## src/rtl/sensor_conditioner.sv

```systemverilog
// sensor_conditioner: synchronises, debounces and stuck-checks the four vehicle sensors,
// then qualifies per-road presence with a hold time for the traffic light controller.
module sensor_conditioner #(
  parameter int SYNC_STAGES     = 2,
  parameter int DEBOUNCE_CYCLES = 16,
  parameter int HOLD_CYCLES     = 250,
  parameter int STUCK_CYCLES    = 1000,
  parameter int CNT_W           = 20
) (
  input  logic       clk,
  input  logic       reset_n,
  input  logic       AS1,
  input  logic       AS2,
  input  logic       BS1,
  input  logic       BS2,
  output logic       AS,
  output logic       BS,
  output logic [1:0] sensor_combo,
  output logic       combo_change,
  output logic [3:0] sensor_db,
  output logic [3:0] sensor_fault
);
  typedef enum logic [1:0] {ABSENT, PRESENT, HOLD} road_t;
  localparam logic [CNT_W-1:0] DB_LAST   = CNT_W'(DEBOUNCE_CYCLES - 1);
  localparam logic [CNT_W-1:0] STK       = CNT_W'(STUCK_CYCLES);
  localparam logic [CNT_W-1:0] STK_LAST  = CNT_W'(STUCK_CYCLES - 1);
  localparam logic [CNT_W-1:0] HOLD_LOAD = CNT_W'(HOLD_CYCLES - 1);
  logic [3:0] raw, masked;
  logic [1:0] road_raw, pres, combo_q;
  assign raw = {BS2, BS1, AS2, AS1};
  for (genvar i = 0; i < 4; i++) begin : g_ch
    logic [SYNC_STAGES-1:0] sq;
    logic [CNT_W-1:0] dc, sc;
    logic db_q, f_q, s;
    assign s = sq[SYNC_STAGES-1];
    always_ff @(posedge clk or negedge reset_n)
      if (!reset_n) begin
        sq   <= '0;
        dc   <= '0;
        sc   <= '0;
        db_q <= 1'b0;
        f_q  <= 1'b0;
      end else begin
        sq   <= {sq[SYNC_STAGES-2:0], raw[i]};
        dc   <= (s == db_q || dc == DB_LAST) ? '0 : dc + 1'b1;
        db_q <= (s != db_q && dc == DB_LAST) ? s : db_q;
        sc   <= !db_q ? '0 : (sc == STK ? sc : sc + 1'b1);
        f_q  <= db_q & (f_q | sc == STK_LAST);
      end
    assign sensor_db[i]    = db_q;
    assign sensor_fault[i] = f_q;
  end
  assign masked   = sensor_db & ~sensor_fault;
  assign road_raw = {|masked[3:2], |masked[1:0]};
  for (genvar r = 0; r < 2; r++) begin : g_road
    road_t st, st_nx;
    logic [CNT_W-1:0] hc, hc_nx;
    always_ff @(posedge clk or negedge reset_n)
      if (!reset_n) begin
        st <= ABSENT;
        hc <= '0;
      end else begin
        st <= st_nx;
        hc <= hc_nx;
      end
    always_comb begin
      st_nx = st;
      hc_nx = hc;
      case (st)
        ABSENT:  st_nx = road_raw[r] ? PRESENT : ABSENT;
        PRESENT: if (!road_raw[r]) begin
          st_nx = (HOLD_CYCLES == 0) ? ABSENT : HOLD;
          hc_nx = HOLD_LOAD;
        end
        HOLD: if (road_raw[r]) st_nx = PRESENT;
          else if (hc == '0) st_nx = ABSENT;
          else hc_nx = hc - 1'b1;
        default: st_nx = ABSENT;
      endcase
    end
    assign pres[r] = (st != ABSENT);
  end
  assign AS           = pres[0];
  assign BS           = pres[1];
  assign sensor_combo = {AS, BS};
  always_ff @(posedge clk or negedge reset_n)
    if (!reset_n) begin
      combo_q      <= 2'b00;
      combo_change <= 1'b0;
    end else begin
      combo_q      <= sensor_combo;
      combo_change <= (sensor_combo != combo_q);
    end
endmodule

```

## config.mk

```make
export PLATFORM = sky130hd
export DESIGN_NAME = sensor_conditioner
export DESIGN_NICKNAME = d
export VERILOG_FILES = /design/src/rtl/sensor_conditioner.sv
export SDC_FILE = /design/constraint.sdc
export NUM_CORES = 1
export LEC_CHECK = 0
export CAP_MARGIN = 20
export CORE_MARGIN = 5
export CORE_UTILIZATION = 50
export CTS_BUF_LIST = sky130_fd_sc_hd__clkbuf_16
export DETAILED_ROUTE_END_ITERATION = 6
export PLACE_DENSITY = 0.67
export SYNTH_ARGS = -nofsm -noshare
export SYNTH_HDL_FRONTEND = slang
export SYNTH_SLANG_ARGS = --single-unit
```

## constraint.sdc

```tcl
create_clock -name clk -period 4.5 [get_ports clk]
set_input_delay 0.9 -clock clk [delete_from_list [all_inputs] [get_ports clk]]
set_output_delay 0.9 -clock clk [all_outputs]
set_load 0.01 [all_outputs]
```

==> key figures, run 1 <==
Clock tree
  • Clk buf depth: 3
  • Clock transition at path regs: 50 ps
  • Total CTS buffers: 25
  • Clock root cell: clkbuf_16
  • Post-CTS setup buffers: 0
  • Clock latency on the worst-skew pair: 510 ps
  • Clock sinks: 223
  • H-tree depth: 1
  • TritonCTS clock tree: done
  • Post-CTS Resized: 0
  • Hold Buf Count CTS: 0

STA
  • Period utilization: 64.5%
  • Setup TNS: 0 ps
  • RSZ-0062 raised after global routing: no
  • Final setup fails: 0
  • Worst Max-Slew Pin Slew: 960 ps
  • Slew margin rel.: 35.4%
  • Fin. max-slew vios: 0
  • Final worst-path setup slack: 1600 ps
  • Min Hold Slack: 349 ps
  • FMAX: 345 MHz
  • Final Hold Fails: 0
  • Clk_skew: 14.8 ps
  • Crit path time final: 2900 ps

Pwr
  • Switching Share: 22.6%
  • Psw: 0.897 mW
  • Internal: 3.07 mW
  • Seq pwr share: 51.5%
  • Comb pwr share: 3.7%
  • LEAKAGE: 5.46 nW
  • VDD IR-drop max: 0.283 mV
  • Clock power frac: 44.8%
  • Pwr per Cell Area: 322 mW/mm²

Yosys
  • Area leader, netlist: dfrtp_1
  • Seq/Total Area, Yosys: 49.7%
  • Ys Warns: 0
  • Post-Syn Nets: 1,159
  • Synth top area share: 49.7%
  • Netlist cell types: 59
  • Gate count after technology mapping: 1,137
  • Asr flop ratio synth: 100%
  • Count of flip-flops with a built-in enable after synthesis: 0
  • Avg Cell Area, Syn: 9.88 µm²
  • Synth area leaders: dfrtp_1 (50%), xnor2_1 (6.5%), xor2_1 (5.9%)
  • Flops & latches, synth: 223
  • Synthesized cell area: 0.0112 mm²
  • Main synth FF type: dfrtp_1

Critical path
  • Critical path data required time: 3600 ps
  • Crit-path max cell delay: 790 ps
  • Startpoint types: register
  • Launch point of the worst path: g_ch[1].db_q
  • Reg2reg start: g_ch[3].db_q
  • CP cell instances: clkdlybuf4s50_1
  • CP Data Arrival Time: 2000 ps
  • Setup CP Type: reg -> out
  • Crit path capture type: primary output
  • Crit-path slowest cell: dfrtp_1
  • Top delay family on crit path: flip-flops
  • WP buf/inv: 1
  • Crit Path Max Fanout: 27

Drt
  • Post-DR vias/cell: 5.48
  • Final wirelength: 20.2 mm
  • Post-DRT Antenna Nets: 0
  • 1st-iter DRT viols: 419
  • DRT Pass-1 Iters: 4
  • Drt drc: 0
  • Via count: 7,891
  • DR WL/cell: 14.0 µm

Global routing
  • Antenna violations before repair: 0
  • Vias in the first global route: 7,869
  • Global-route wire length before repair: 36.9 mm
  • Global Route Usage Sum: 16.3%
  • Total congestion overflow: 0
  • Largest net degree at the start of global routing: 114

Floorplan
  • Die ar.: 0.0256 mm²
  • # IOs: 19
  • Initial Util: 51.1%
  • Rows: 54
  • Die Y: 160 µm
  • Core box area: 0.0220 mm²
  • Width of the chip: 160 µm

Hold path
  • Hold Crit Start: g_ch[2].sq[0]
  • HP Class: reg -> reg

Flow run
  • Max cap viols: 0

Placed design
  • Place WS: 1910 ps
  • Port-buffer cells: 18
  • Detail Placement HPWL: 13.5 mm
  • RD Place Congestion: 0.816

Finish
  • Most frequent cells in the layout: dfrtp_1 (223), nor2_1 (135), xnor2_1 (83), nand2_1 (77), xor2_1 (76)
  • Proportion of layout cells with a drive suffix above 1: 5.60%
  • Commonest non-fill, non-tap cell in the layout: dfrtp_1
  • Syn-to-layout area delta: 9.65%
  • Filler Cells Inserted: 1,900
  • # nets final: 1,167
  • Diode count: 0

Run status
  • Status: finished, final reports clean
==> power by group through the flow <==
stage	combinational, mW	sequential (mW)	clock (mW)
finish	0.145	2.04	1.78
floorplan	0.0844	2.07	0
global placement	0.148	2.08	0
global route	0.172	2.04	1.93
detailed placement	0.149	2.08	0
CTS	0.150	2.04	1.85
==> cell usage after synthesis, types with 16 or more instances <==
library cell,n
nor2_1,135
inv_1,29
a21oi_1,17
or3_1,20
xnor2_1,83
ha_1,16
nand2_1,77
nor3_1,25
and3_1,17
nand3_1,75
clkbuf_1,24
nor4_1,37
or4_1,22
xor2_1,76
dfrtp_1,223
nand4_1,44
and2_1,72
o21ai_0,21
==> path summary, 6_finish.rpt <==
check                                    to  slack (ps)  cells after the start
setup / recovery               sensor_db[1]        1600                      1
setup reg to reg           g_road[1].hc[10]        1910                      5
min in group asynchronous  g_road[0].hc[10]         420                      1
hold / removal                g_ch[2].sq[1]         350                      0
max in group asynchronous    g_ch[0].sc[14]        3200                      2
hold reg to reg               g_ch[2].sq[1]         350                      0
==> kinds of logic after synthesis <==
kind of cell,Yosys count,share of synthesized area (%)
AND/OR/NAND/NOR,584,27.9
flip-flops,223,49.7
XOR/XNOR,159,12.4
AO/OA/AOI/OAI,78,4.70
buffers and inverters,70,2.80
adder cells (fa/ha/maj),16,1.78
multiplexers,7,0.669
==> metrics by stage <==
stage	utilization (%)	instance area [µm²]	instances	total power [mW]
2_1_floorplan	-	11200	1137	2.16
3_3_place_gp	52.8	11600	1398	2.23
3_5_place_dp	52.8	11600	1398	2.23
4_1_cts	56.1	12300	1441	4.04
5_1_grt	56.1	12300	1441	4.14
6_report	56.1	12300	1441	3.97
==> metal layers <==
layer  share of wire [%]  GRT usage [%]  wire length, µm
met1                  50           23.4            10200
met2                  45           26.6             9170
met3                 2.9           2.42              588
met4                 1.6           3.56              317
met5                   0              0                0
==> sequential cells by signal, indices dropped and copies added (netlist names) <==
name and count:
g_ch.f_q 4, combo_q 2, g_road.hc 40, g_ch.sc 80, g_ch.sq 8, g_ch.db_q 4
g_road.st 4, g_ch.dc 80, combo_change 1
==> cell type report <==
| cell class | instances | area [µm²] | area share (%) |
|---|---|---|---|
| Multi-Input combinational cell | 844 | 5330 | 43.3 |
| Clock inverter | 18 | 85.1 | 0.691 |
| Sequential cell | 223 | 5580 | 45.3 |
| Tap cell | 280 | 350 | 2.85 |
| Timing Repair Buffer | 22 | 228 | 1.85 |
| Clock buffer | 25 | 626 | 5.08 |
| Inverter | 29 | 109 | 0.884 |
(Power assumes the default switching activity.)
==> inputs of run 2 (changes only) <==
==> constraint.sdc (replaced) <==
create_clock -name clk -period 2.8 [get_ports clk]
set_input_delay 0.56 -clock clk [delete_from_list [all_inputs] [get_ports clk]]
set_output_delay 0.56 -clock clk [all_outputs]
set_load 0.01 [all_outputs]
==> key figures, run 2 (synthesis gave the netlist of run 1 again) <==
STA
  • Slew margin rel.: 43.8% (+8.3 points)
  • Fin. max-slew vios: 0 (unchanged)
  • Crit path time final: 2440 ps
  • Setup TNS: 0 ps (unchanged)
  • Final setup fails: 0 (unchanged)
  • Period utilization: 87.1%
  • Clk_skew: 10.8 ps (-4.00 ps)
  • Final Hold Fails: 0 (unchanged)
  • RSZ-0062 raised after global routing: no
  • FMAX: 410 MHz
  • Worst Max-Slew Pin Slew: 836 ps (-124 ps)

Floorplan
  • Width of the chip: 160 µm (unchanged)
  • Die ar.: 0.0256 mm² (unchanged)
  • # IOs: 19 (unchanged)
  • Initial Util: 51.1% (unchanged)
  • Rows: 54 (unchanged)
  • Core box area: 0.0220 mm² (unchanged)
  • Die Y: 160 µm (unchanged)

Clock tree
  • Hold Buf Count CTS: 0 (unchanged)
  • Clock latency on the worst-skew pair: 520 ps (about the same)
  • Clock root cell: clkbuf_16
  • H-tree depth: 1 (unchanged)
  • Clk buf depth: 3 (unchanged)
  • Clock sinks: 223 (unchanged)
  • Total CTS buffers: 26 (+4.0%)
  • Post-CTS Resized: 0 (unchanged)
  • TritonCTS clock tree: done
  • Clock transition at path regs: 60 ps (about the same)
  • Post-CTS setup buffers: 0 (unchanged)

Hold path
  • HP Class: in -> async

Flow run
  • Max cap viols: 0 (unchanged)

Finish
  • Largest registers: g_ch.dc x80, g_ch.sc x80, g_road.hc x40
  • Proportion of layout cells with a drive suffix above 1: 6.55% (+0.95 points)
  • Filler Cells Inserted: 1,862 (-2.0%)
  • Most frequent cells in the layout: dfrtp_1 (223), nor2_1 (135), xnor2_1 (83), nand2_1 (77), xor2_1 (76)
  • Syn-to-layout area delta: 11.4%
  • # nets final: 1,180 (+1.1%)
  • Commonest non-fill, non-tap cell in the layout: dfrtp_1
  • Fin util: 57.0% (+0.91 points)
  • Diode count: 0 (unchanged)

Drt
  • Post-DR vias/cell: 5.47 (-0.20%)
  • DRT Pass-1 Iters: 5 (+1)
  • Drt drc: 0 (unchanged)
  • 1st-iter DRT viols: 462 (+10%)
  • DR WL/cell: 14.1 µm (+0.11%)
  • Post-DRT Antenna Nets: 0 (unchanged)
  • Via count: 7,952 (+0.77%)
  • Final wirelength: 20.5 mm (+1.1%)

Critical path
  • Crit Path Max Fanout: 8 (-70%)
  • Setup CP Type: reg -> out
  • CP Data Arrival Time: 1880 ps (-120 ps)
  • Critical path data required time: 2240 ps (-1360 ps)
  • Crit-path slowest cell: clkdlybuf4s50_1
  • Startpoint types: register
  • CP cell instances: nor2_1 > inv_1 > clkdlybuf4s50_1
  • Crit-path max cell delay: 530 ps (-260 ps)
  • Crit path capture type: primary output

Global routing
  • Global-route wire length before repair: 36.6 mm (-0.90%)
  • Global Route Usage Sum: 16.3% (-0.055 points)
  • Total congestion overflow: 0 (unchanged)
  • Vias in the first global route: 7,817 (-0.66%)
  • Largest net degree at the start of global routing: 80 (-30%)
  • Antenna violations before repair: 0 (unchanged)

Placed design
  • Detail Placement HPWL: 13.7 mm (+1.5%)
  • RD Place Congestion: 0.832 (+2.0%)
  • Port-buffer cells: 18 (unchanged)

Pwr
  • VDD IR-drop max: 0.403 mV (+43%)
  • Pwr per Cell Area: 531 mW/mm² (+65%)
  • LEAKAGE: 5.57 nW (+2.0%)

Run status
  • Status: finished, final reports clean
==> run 2: changes by cell type in the layout (fill, tap and decap cells not counted), sizes merged <==
cell / previous run / this run
clkinv: 13 / 12
clkbuf: 25 / 26
bufinv: 0 / 2
buf: 5 / 17
==> run 2: metal layers <==
metal | GRT usage [%] | vias up | part of all wire, %
met2 | 26.9 | 89 | 47
met3 | 2.63 | 33 | 2.8
met1 | 22.6 | 3848 | 48
met4 | 4.07 | 0 | 2.1
met5 | 0 | - | 0
li1 | - | 3982 | -
==> run 2: final timing paths <==
path	to	start	slack, ps	depth (start not counted)
worst max-delay path	AS	g_road[0].st[1]	360	3
worst min-delay path	g_road[0].hc[10]	reset_n	30	1
worst max register to register	g_road[1].hc[5]	g_road[1].hc[2]	480	5
worst min register to register	g_ch[1].sq[1]	g_ch[1].sq[0]	350	0
max in group asynchronous	g_ch[2].sq[1]	reset_n	2100	2
min in group clk	g_ch[1].sq[1]	g_ch[1].sq[0]	350	0
==> run 2: power breakdown <==
group | internal (mW) | switching (mW) | leakage [nW]
registers | 3.25 | 0.0287 | 3.09
clock network | 1.86 | 1.26 | 0.404
logic | 0.0735 | 0.169 | 2.08
==> run 2: cell type report <==
cell class / count / area [µm²] / share of cell area, %
clock inverter: 19 / 145 / 1.16
inverter: 29 / 109 / 0.870
tap: 280 / 350 / 2.80
clock buffer: 26 / 651 / 5.20
sequential: 223 / 5580 / 44.6
timing repair buffer: 34 / 343 / 2.74
multi-input combinational: 844 / 5330 / 42.6
==> run 2: per-stage QoR <==
step / setup slack, ps / std cells / instance area (µm²) / hold slack (ps) / power, mW
finish: 362 / 1455 / 12500 / 33.0 / 6.65
global route: 169 / 1455 / 12500 / 84.1 / 6.93
CTS: 261 / 1455 / 12500 / 48.2 / 6.76
detailed placement: 556 / 1410 / 11700 / 338 / 3.59
global placement: 610 / 1409 / 11700 / 332 / 3.58
floorplan: 600 / 1137 / 11200 / 264 / 3.47
==> run 2: critical path, delay by kind of cell, from the launching register on <==
family,cells,cell delay (ps)
buf+inv,2,670
flops,1,460
simple gates,1,230
==> inputs of run 3 (changes only) <==
--- a/config.mk
+++ b/config.mk
@@ -5,10 +5,12 @@
 export SDC_FILE = /design/constraint.sdc
 export NUM_CORES = 1
 export LEC_CHECK = 0
+export ABC_CLOCK_PERIOD_IN_PS = 2800
 export CAP_MARGIN = 20
 export CORE_MARGIN = 5
 export CORE_UTILIZATION = 50
 export CTS_BUF_LIST = sky130_fd_sc_hd__clkbuf_16
+export CTS_CLUSTER_DIAMETER = 150
 export DETAILED_ROUTE_END_ITERATION = 6
 export PLACE_DENSITY = 0.67
 export SYNTH_ARGS = -nofsm -noshare
==> results of run 3 <==
The final DEF is identical to that of run 2; final timing and power are the same.
